### config.mk
export PLATFORM = sky130hd
export DESIGN_NAME = boot_loader_ctrl
export DESIGN_NICKNAME = d
export VERILOG_FILES = /design/src/rtl/boot_loader_pkg.sv /design/src/rtl/boot_checksum.sv /design/src/rtl/boot_loader_ctrl.sv
export SDC_FILE = /design/constraint.sdc
export NUM_CORES = 1
export LEC_CHECK = 0
export BUFFER_PORTS_ARGS = -buffer_cell sky130_fd_sc_hd__buf_2
export CAP_MARGIN = 10
export CORE_AREA = 5 5 80 82
export DETAILED_ROUTE_END_ITERATION = 8
export DIE_AREA = 0 0 85 87
export GPL_ROUTABILITY_DRIVEN = 0
export HOLD_SLACK_MARGIN = 0.1
export PLACE_DENSITY = 0.58
export SETUP_SLACK_MARGIN = 0.05
export SYNTH_ARGS = -nofsm -noshare
export SYNTH_HDL_FRONTEND = slang
export SYNTH_SLANG_ARGS = --single-unit
### constraint.sdc
create_clock -name clk_i -period 2.5 [get_ports clk_i]
set_input_delay 0.5 -clock clk_i [delete_from_list [all_inputs] [get_ports clk_i]]
set_output_delay 0.5 -clock clk_i [all_outputs]
set_load 0.01 [all_outputs]
### src/rtl/boot_loader_pkg.sv
// Shared constants and FSM state type for the boot ROM copy sequencer.
package boot_loader_pkg;

    localparam int unsigned BOOT_ROM_DEPTH = 512;
    localparam int unsigned BOOT_ROM_AW    = 9;
    localparam int unsigned BOOT_DST_W     = 16;
    localparam logic [15:0] BOOT_DST_BASE  = 16'h0200;

    typedef enum logic [2:0] {
        FETCH    = 3'd0,
        WRITE    = 3'd1,
        DONE     = 3'd2,
        HOST_RD  = 3'd3,
        HOST_ACK = 3'd4
    } boot_state_e;

endpackage

### src/rtl/boot_checksum.sv
// 8-bit mod-256 accumulator with synchronous clear and add-enable.
module boot_checksum (
    input  logic       clk_i,
    input  logic       rst_i,
    input  logic       clear_i,
    input  logic       add_en_i,
    input  logic [7:0] data_i,
    output logic [7:0] sum_o
);

    logic [7:0] sum_q;
    logic [7:0] sum_d;

    always_comb begin
        sum_d = sum_q;
        if (clear_i) begin
            sum_d = 8'h00;
        end else if (add_en_i) begin
            sum_d = sum_q + data_i;
        end
    end

    always_ff @(posedge clk_i) begin
        if (rst_i) begin
            sum_q <= 8'h00;
        end else begin
            sum_q <= sum_d;
        end
    end

    assign sum_o = sum_q;

endmodule

### src/rtl/boot_loader_ctrl.sv
// Copies the boot ROM into main memory after reset, then serves host byte reads.
// Optional image checksum enabled by defining BOOT_LOADER_CHECKSUM_EN.
module boot_loader_ctrl
    import boot_loader_pkg::*;
#(
    parameter int unsigned       ROM_DEPTH = BOOT_ROM_DEPTH,
    parameter int unsigned       ADDR_W    = BOOT_ROM_AW,
    parameter int unsigned       DST_W     = BOOT_DST_W,
    parameter logic [DST_W-1:0]  DST_BASE  = DST_W'(BOOT_DST_BASE)
) (
    input  logic              clk_i,
    input  logic              rst_i,
    input  logic              restart_i,
    output logic [ADDR_W-1:0] rom_addr_o,
    input  logic [7:0]        rom_rddata_i,
    output logic              mem_wr_valid_o,
    input  logic              mem_wr_ready_i,
    output logic [DST_W-1:0]  mem_wr_addr_o,
    output logic [7:0]        mem_wr_data_o,
    output logic              cpu_hold_o,
    input  logic              host_rd_req_i,
    input  logic [ADDR_W-1:0] host_addr_i,
    output logic              host_rd_ack_o,
    output logic [7:0]        host_rddata_o,
    output logic [7:0]        checksum_o,
    output logic              checksum_ok_o
);

    boot_state_e       state_q, state_d;
    logic [ADDR_W-1:0] idx_q, idx_d;
    logic [ADDR_W-1:0] haddr_q, haddr_d;
    logic [7:0]        host_rddata_q, host_rddata_d;

    always_ff @(posedge clk_i) begin
        if (rst_i) begin
            state_q       <= FETCH;
            idx_q         <= '0;
            haddr_q       <= '0;
            host_rddata_q <= 8'h00;
        end else begin
            state_q       <= state_d;
            idx_q         <= idx_d;
            haddr_q       <= haddr_d;
            host_rddata_q <= host_rddata_d;
        end
    end

    // The ROM address is held through WRITE so a stalled write keeps seeing the same byte.
    always_comb begin
        state_d        = state_q;
        idx_d          = idx_q;
        haddr_d        = haddr_q;
        host_rddata_d  = host_rddata_q;
        rom_addr_o     = idx_q;
        mem_wr_valid_o = 1'b0;
        mem_wr_data_o  = 8'h00;
        cpu_hold_o     = 1'b0;
        host_rd_ack_o  = 1'b0;

        case (state_q)
            FETCH: begin
                cpu_hold_o = 1'b1;
                state_d    = WRITE;
            end
            WRITE: begin
                cpu_hold_o     = 1'b1;
                mem_wr_valid_o = 1'b1;
                mem_wr_data_o  = rom_rddata_i;
                if (mem_wr_ready_i) begin
                    if (idx_q == ADDR_W'(ROM_DEPTH - 1)) begin
                        state_d = DONE;
                    end else begin
                        idx_d   = idx_q + ADDR_W'(1);
                        state_d = FETCH;
                    end
                end
            end
            DONE: begin
                rom_addr_o = host_addr_i;
                if (restart_i) begin
                    idx_d   = '0;
                    state_d = FETCH;
                end else if (host_rd_req_i) begin
                    haddr_d = host_addr_i;
                    state_d = HOST_RD;
                end
            end
            HOST_RD: begin
                rom_addr_o    = haddr_q;
                host_rddata_d = rom_rddata_i;
                state_d       = HOST_ACK;
            end
            HOST_ACK: begin
                rom_addr_o    = haddr_q;
                host_rd_ack_o = 1'b1;
                state_d       = DONE;
            end
            default: begin
                state_d = FETCH;
            end
        endcase
    end

    assign mem_wr_addr_o = DST_BASE + DST_W'(idx_q);
    assign host_rddata_o = host_rddata_q;

`ifdef BOOT_LOADER_CHECKSUM_EN
    logic [7:0] sum;

    boot_checksum u_checksum (
        .clk_i    (clk_i),
        .rst_i    (rst_i),
        .clear_i  ((state_q == DONE) && restart_i),
        .add_en_i ((state_q == WRITE) && mem_wr_ready_i),
        .data_i   (rom_rddata_i),
        .sum_o    (sum)
    );

    assign checksum_o    = sum;
    assign checksum_ok_o = (state_q == DONE) && (sum == 8'h00);
`else
    assign checksum_o    = 8'h00;
    assign checksum_ok_o = 1'b1;
`endif

endmodule
# [Word level (Yosys, flattened, before mapping)]
# Cells that the tools add are included.
[word_totals] ff_bits=29 in_bits=22 output_inout_bits=53 elab_cells=37
[classes] addsub=2 n_eq_ne=9 muxes=14 bitwise=1 n_reduce_logical=7
[op_table] op="$pmux W9 S2" n=2
[op_table] op="$mux W9" n=3
[op_table] op="$pmux W3 S5" n=1
[op_table] op="$add A10 B9 Y11 const A" n=1
[op_table] op="$add A9 B1 Y9 const B" n=1
[op_table] op="$eq A9 B9 Y1 const B" n=1
[op_table] op="$mux W3" n=3
[op_table] op="$mux W8" n=1
[op_table] op="$eq A3 B2 Y1 const B" n=2
[op_table] op="$ne A2 B2 Y1 const B" n=3
[op_table] op="$reduce_and A4 Y1" n=1
[op_table] op="$reduce_or A2 Y1" n=2
[op_table] op="$eq A3 B1 Y1 const B" n=1
[op_table] op="$eq A3 B3 Y1 const B" n=1
[op_table] op="$logic_not A3 Y1" n=1
[op_table] op="$mux W1" n=3
[op_table] op="$ne A3 B3 Y1 const B" n=1
[op_table] op="$reduce_and A3 Y1" n=1
[op_table] op="$mux W2" n=1
[op_table] op="$reduce_and A2 Y1" n=1
[op_table] op="$reduce_bool A2 Y1" n=1
[op_table] op="$not A1 Y1" n=1

# [Depth between registers and ports, before layout]
[depth] depth_word=4 mapped_depth=9 ltp_nobuf=8

# [Worst setup path before layout]
# OpenSTA, ideal clock, no wires.
[synth_timing] path_type="reg-to-reg" startpoint="register idx_q[0]" endpoint="register idx_q[5]" setup_ns=0.070 arrival_ns=2.013 required_ns=2.430 setup_slack_ns=0.417 stages_incl_launch_ff=10 path_buffers=1 synth_period_minus_slack_ns=2.083 path_cell_list="dfxtp_1 ha_1 nand3_1 nor2_1 ha_1 nand4bb_4 a21o_1 buf_6 or4_1 a21oi_1"
[synth_between] elab_chain_cells=4 word_cells_on_any_way=7 cone_classes="add/sub (1); eq/ne (2); mux (3); reduce/logical (1)"
[synth_lines] item="from (decl)" line_no="boot_loader_ctrl.sv:30" source="logic [ADDR_W-1:0] idx_q, idx_d;"
[synth_lines] item="from (signal assigned)" line_no="boot_loader_ctrl.sv:42" source="idx_q <= idx_d;"
[synth_lines] item="$add A9 B1 Y9" line_no="boot_loader_ctrl.sv:73" source="idx_d = idx_q + ADDR_W'(1);"
[synth_lines] item="$mux W9" line_no="boot_loader_ctrl.sv:70" source="if (idx_q == ADDR_W'(ROM_DEPTH - 1)) begin"
[synth_lines] item="$mux W9" line_no="boot_loader_ctrl.sv:69" source="if (mem_wr_ready_i) begin"
[synth_lines] item="$pmux W9 S2" line_no="boot_loader_ctrl.sv:60" source="case (state_q)"
# Several ways; a longest one is shown, not always the timed one. The select of a mux whose other input is x is not followed.
# A chain may end at the register's enable or synchronous reset.

# [Final worst setup path]
[layout_timing] startpoint="register idx_q[0]" endpoint="register idx_q[7]"
# The elaborated chain is that of the path after synthesis.

==> impl_results.md <==
- Outcome: completed
- Clock network fraction of design power: 0.361
- FF-to-FF Start: idx_q[0]$_SDFFE_PP0P_
- Reg clk slew, reported paths: about 0.06 ns
- Sequential fraction of the synthesis area: 0.361
- Largest net degree at the start of global routing: 29
- Die W: 85 um
- Final ANT Viol Nets: 0
- Period utilisation layout: 0.892
- Clock tree from TritonCTS: yes
- Count of endpoints failing hold in the final timing report: 0
- Fin. max-slew vios: 0
- Maximum clock frequency: 449 MHz
- Sinks on the clock net: 29
- Transition time at the pin with the least slew margin: between 0.5 and 0.6 ns
- Clock buffers created by TritonCTS: 5
- Number of buffer cells added on primary ports: 58
- Vertical die dimension: 87 um
- Predominant post-synthesis flop cell: sky130_fd_sc_hd__dfxtp_1
- Vias in the first global route: 1351
- Ordered list of cells on the worst path: ha_1 -> nand3_1 -> nor2_1 -> ha_1 -> nand4bb_4 -> a21o_1 -> or4_1 -> a21oi_1
- Origin of the worst min-delay path: rom_rddata_i[7]
- Cell count after synthesis: 196
- Source-to-sink clock delay at the later pin of the worst-skew pair: 0.28 ns
- Row count: 28
- Number of H-tree levels: 2
- Number of buffers on the longest clock path: 2
- Area of the die: 0.00740 mm^2
- Startpoint kind of the worst setup timing path: flip-flop
- RSZ-0062 raised after global routing: no
- Minimum hold slack: 0.462 ns
- Share of final-layout standard cells stronger than drive strength 1: 0.293
- Vias after detailed routing: 1485
- Number of distinct standard cells referenced by the synthesized netlist: 31
- Root buf cell: sky130_fd_sc_hd__clkbuf_8
- I/O pins: 75
- Ys async rst share: 0
- GR Util All Layers: 0.115
- Leak Pwr: 1.04 nW
- Worst Setup Slack, final: 0.270 ns
- Pwr Density: ~500 mW/mm^2
- Instance count along the most critical hold path: 3
- Final Skew: 0.00441 ns
- Initial core utilization: 0.283
- Crit path required time: 2.71 ns
- Portion of total power attributed to sequential cells: 0.466
- Slew Limit Headroom: 0.648
- Maximum vdd drop: 0.000218 V
- Depth of the most critical reg-to-reg path: 8
- Initial DRC count: 61
- Internal Dissipation: 738 uW
- Total routed wirelength: approximately 4200 um
- Endpoint of the most critical register-to-register path: idx_q[7]$_SDFFE_PP0P_
- Final core utilization: 0.353
- Number of buffers and inverters on the critical path: 0
- Slowest CP cell: sky130_fd_sc_hd__or4_1
- Filler-free cell count of the finished design: ~330
- Area inside the core boundary: 0.00568 mm^2
- Total grt overflow: 0
- First-pass GRT wire length: 6690 um
- Half-perimeter wire length of the detailed placement result: 3100 um
- Biggest fanout along the worst timing path: 10
- Place WS: 0.304 ns
- Number of warnings reported in the yosys synthesis log: 0
- Iteration count of the initial detailed-routing pass: 4
- Antenna violations before repair: 0
- Instance area after placement: 0.00192 mm^2
- Vias per inst: between 4 and 5
- Switching Fraction: 0.282
- Most used cell, CP: sky130_fd_sc_hd__ha_1
- Register bit total from synthesis: 29
- Number of diodes added for antenna fixing: 0
- CP Capture Type: flip-flop
- Synth Cell Area: 0.00161 mm^2
- Number of DRC violations after detailed routing: 0
- Routed wirelength normalized by instance count: ~13 um
- Postcts setup bufs: 0
- Type of the setup path with the least slack: reg2reg
- Final setup fails: 0
- Path category of the worst min-delay check: in2reg
- Portion of total power attributed to combinational logic: 0.173
- Worst Hold Path EP: host_rddata_o[7]$_SDFFE_PP0P_
- Area growth syn-to-layout: 24.8%
- Count of flip-flops with a built-in enable after synthesis: 0
- Power consumption: 1.03 mW
- Critical path's largest stage delay: approximately 0.50 ns
- Final Net Count: 279
- Post-placement cell count: 323
- Kind of cell adding the most delay to the critical path: simple AND/OR/NAND/NOR gates
- Net switching power of the design: 290 uW
- Data arrival time at the worst-slack endpoint: ~2.4 ns
- Sum Neg Setup Slack: 0 ns
- R2R Setup Slk: ~0.27 ns
- Min Clock Period, post-route: about 2.2 ns
- Average cell area after synthesis: 8.20 um^2
- Design area: 0.00201 mm^2
- Number of max-cap violations: 0
## area by class of cell
class	instances	area, um^2
Timing Repair Buffer	66	350
Tap cell	75	93.8
Clock buffer	6	72.6
Sequential cell	29	581
Clock inverter	2	10.0
Fill cell	632	3670
Multi-Input combinational cell	153	898
## power groups by stage
stage | Clock (mW) | Combinational (mW) | Sequential, mW
2_1_floorplan | 0 | 0.125 | 0.490
3_3_place_gp | 0 | 0.178 | 0.488
3_5_place_dp | 0 | 0.180 | 0.489
4_1_cts | 0.383 | 0.180 | 0.479
5_1_grt | 0.404 | 0.197 | 0.480
6_report | 0.371 | 0.178 | 0.479
## routing by layer
| layer | global-route usage | wire (um) |
|---|---|---|
| met5 | 0 | 0 |
| met4 | 0.0460 | 74 |
| met3 | 0.0293 | 209 |
| met2 | 0.178 | 1910 |
| met1 | 0.153 | 2060 |
## state kept, by name, indices dropped and copies added (netlist names)
name	cells
host_rddata_o	8
haddr_q	9
idx_q	9
state_q	3
## kinds of logic (layout without fill, tap and decap cells)
kind of cell,count (synthesis),in the layout,synth area share
compound gates,29,29,0.112
xor+xnor,1,1,0.00545
fa+ha+maj,2,2,0.0156
buf+inv,28,74,0.114
flops,29,29,0.361
mux,17,17,0.106
other cells,2,16,0.00467
simple gates,88,88,0.281
## synthesized netlist by cell type (6+ instances only)
cell type / n / area (um^2)
sky130_fd_sc_hd__o22ai_1: 9 / 56.3
sky130_fd_sc_hd__nand3_1: 6 / 30.0
sky130_fd_sc_hd__nor2_1: 44 / 165
sky130_fd_sc_hd__and2_1: 8 / 50.1
sky130_fd_sc_hd__a21oi_1: 7 / 35.0
sky130_fd_sc_hd__buf_4: 17 / 128
sky130_fd_sc_hd__dfxtp_1: 29 / 581
sky130_fd_sc_hd__mux2i_1: 17 / 170
## repair_timing
item,4_1_cts,5_1_grt
hold endpoints to repair,0,0
hold buffers,0,0
setup endpoints to repair,0,9
resized for setup,0,1
## worst min-delay path, delay by kind of cell
family / cells / cell delay, ns
and+or+nand+nor: 1 / 0.07
muxes: 1 / 0.05
buffers and inverters: 1 / 0.08
## layout by cell type, fill, tap and decap left out, types with 6 or more instances in the layout
master and n:
sky130_fd_sc_hd__a21oi_1 7, sky130_fd_sc_hd__and2_1 8, sky130_fd_sc_hd__buf_2 58, sky130_fd_sc_hd__buf_4 8, sky130_fd_sc_hd__conb_1 16, sky130_fd_sc_hd__dfxtp_1 29, sky130_fd_sc_hd__mux2i_1 17, sky130_fd_sc_hd__nand3_1 6
sky130_fd_sc_hd__nor2_1 44, sky130_fd_sc_hd__o22ai_1 9
## worst max path at each step
stage	from	cells after the start	end	slack [ns]
floorplan	idx_q[0]$_SDFFE_PP0P_	9	idx_q[5]$_SDFFE_PP0P_	0.42
global placement	idx_q[0]$_SDFFE_PP0P_	8	idx_q[7]$_SDFFE_PP0P_	0.32
detailed placement	idx_q[0]$_SDFFE_PP0P_	8	idx_q[7]$_SDFFE_PP0P_	0.30
CTS	state_q[2]$_SDFFE_PP0P_	5	rom_addr_o[4]	0.05
global route	idx_q[0]$_SDFFE_PP0P_	8	idx_q[7]$_SDFFE_PP0P_	0.10
finish	idx_q[0]$_SDFFE_PP0P_	8	idx_q[7]$_SDFFE_PP0P_	0.27
Power figures use the tool's default switching activity.
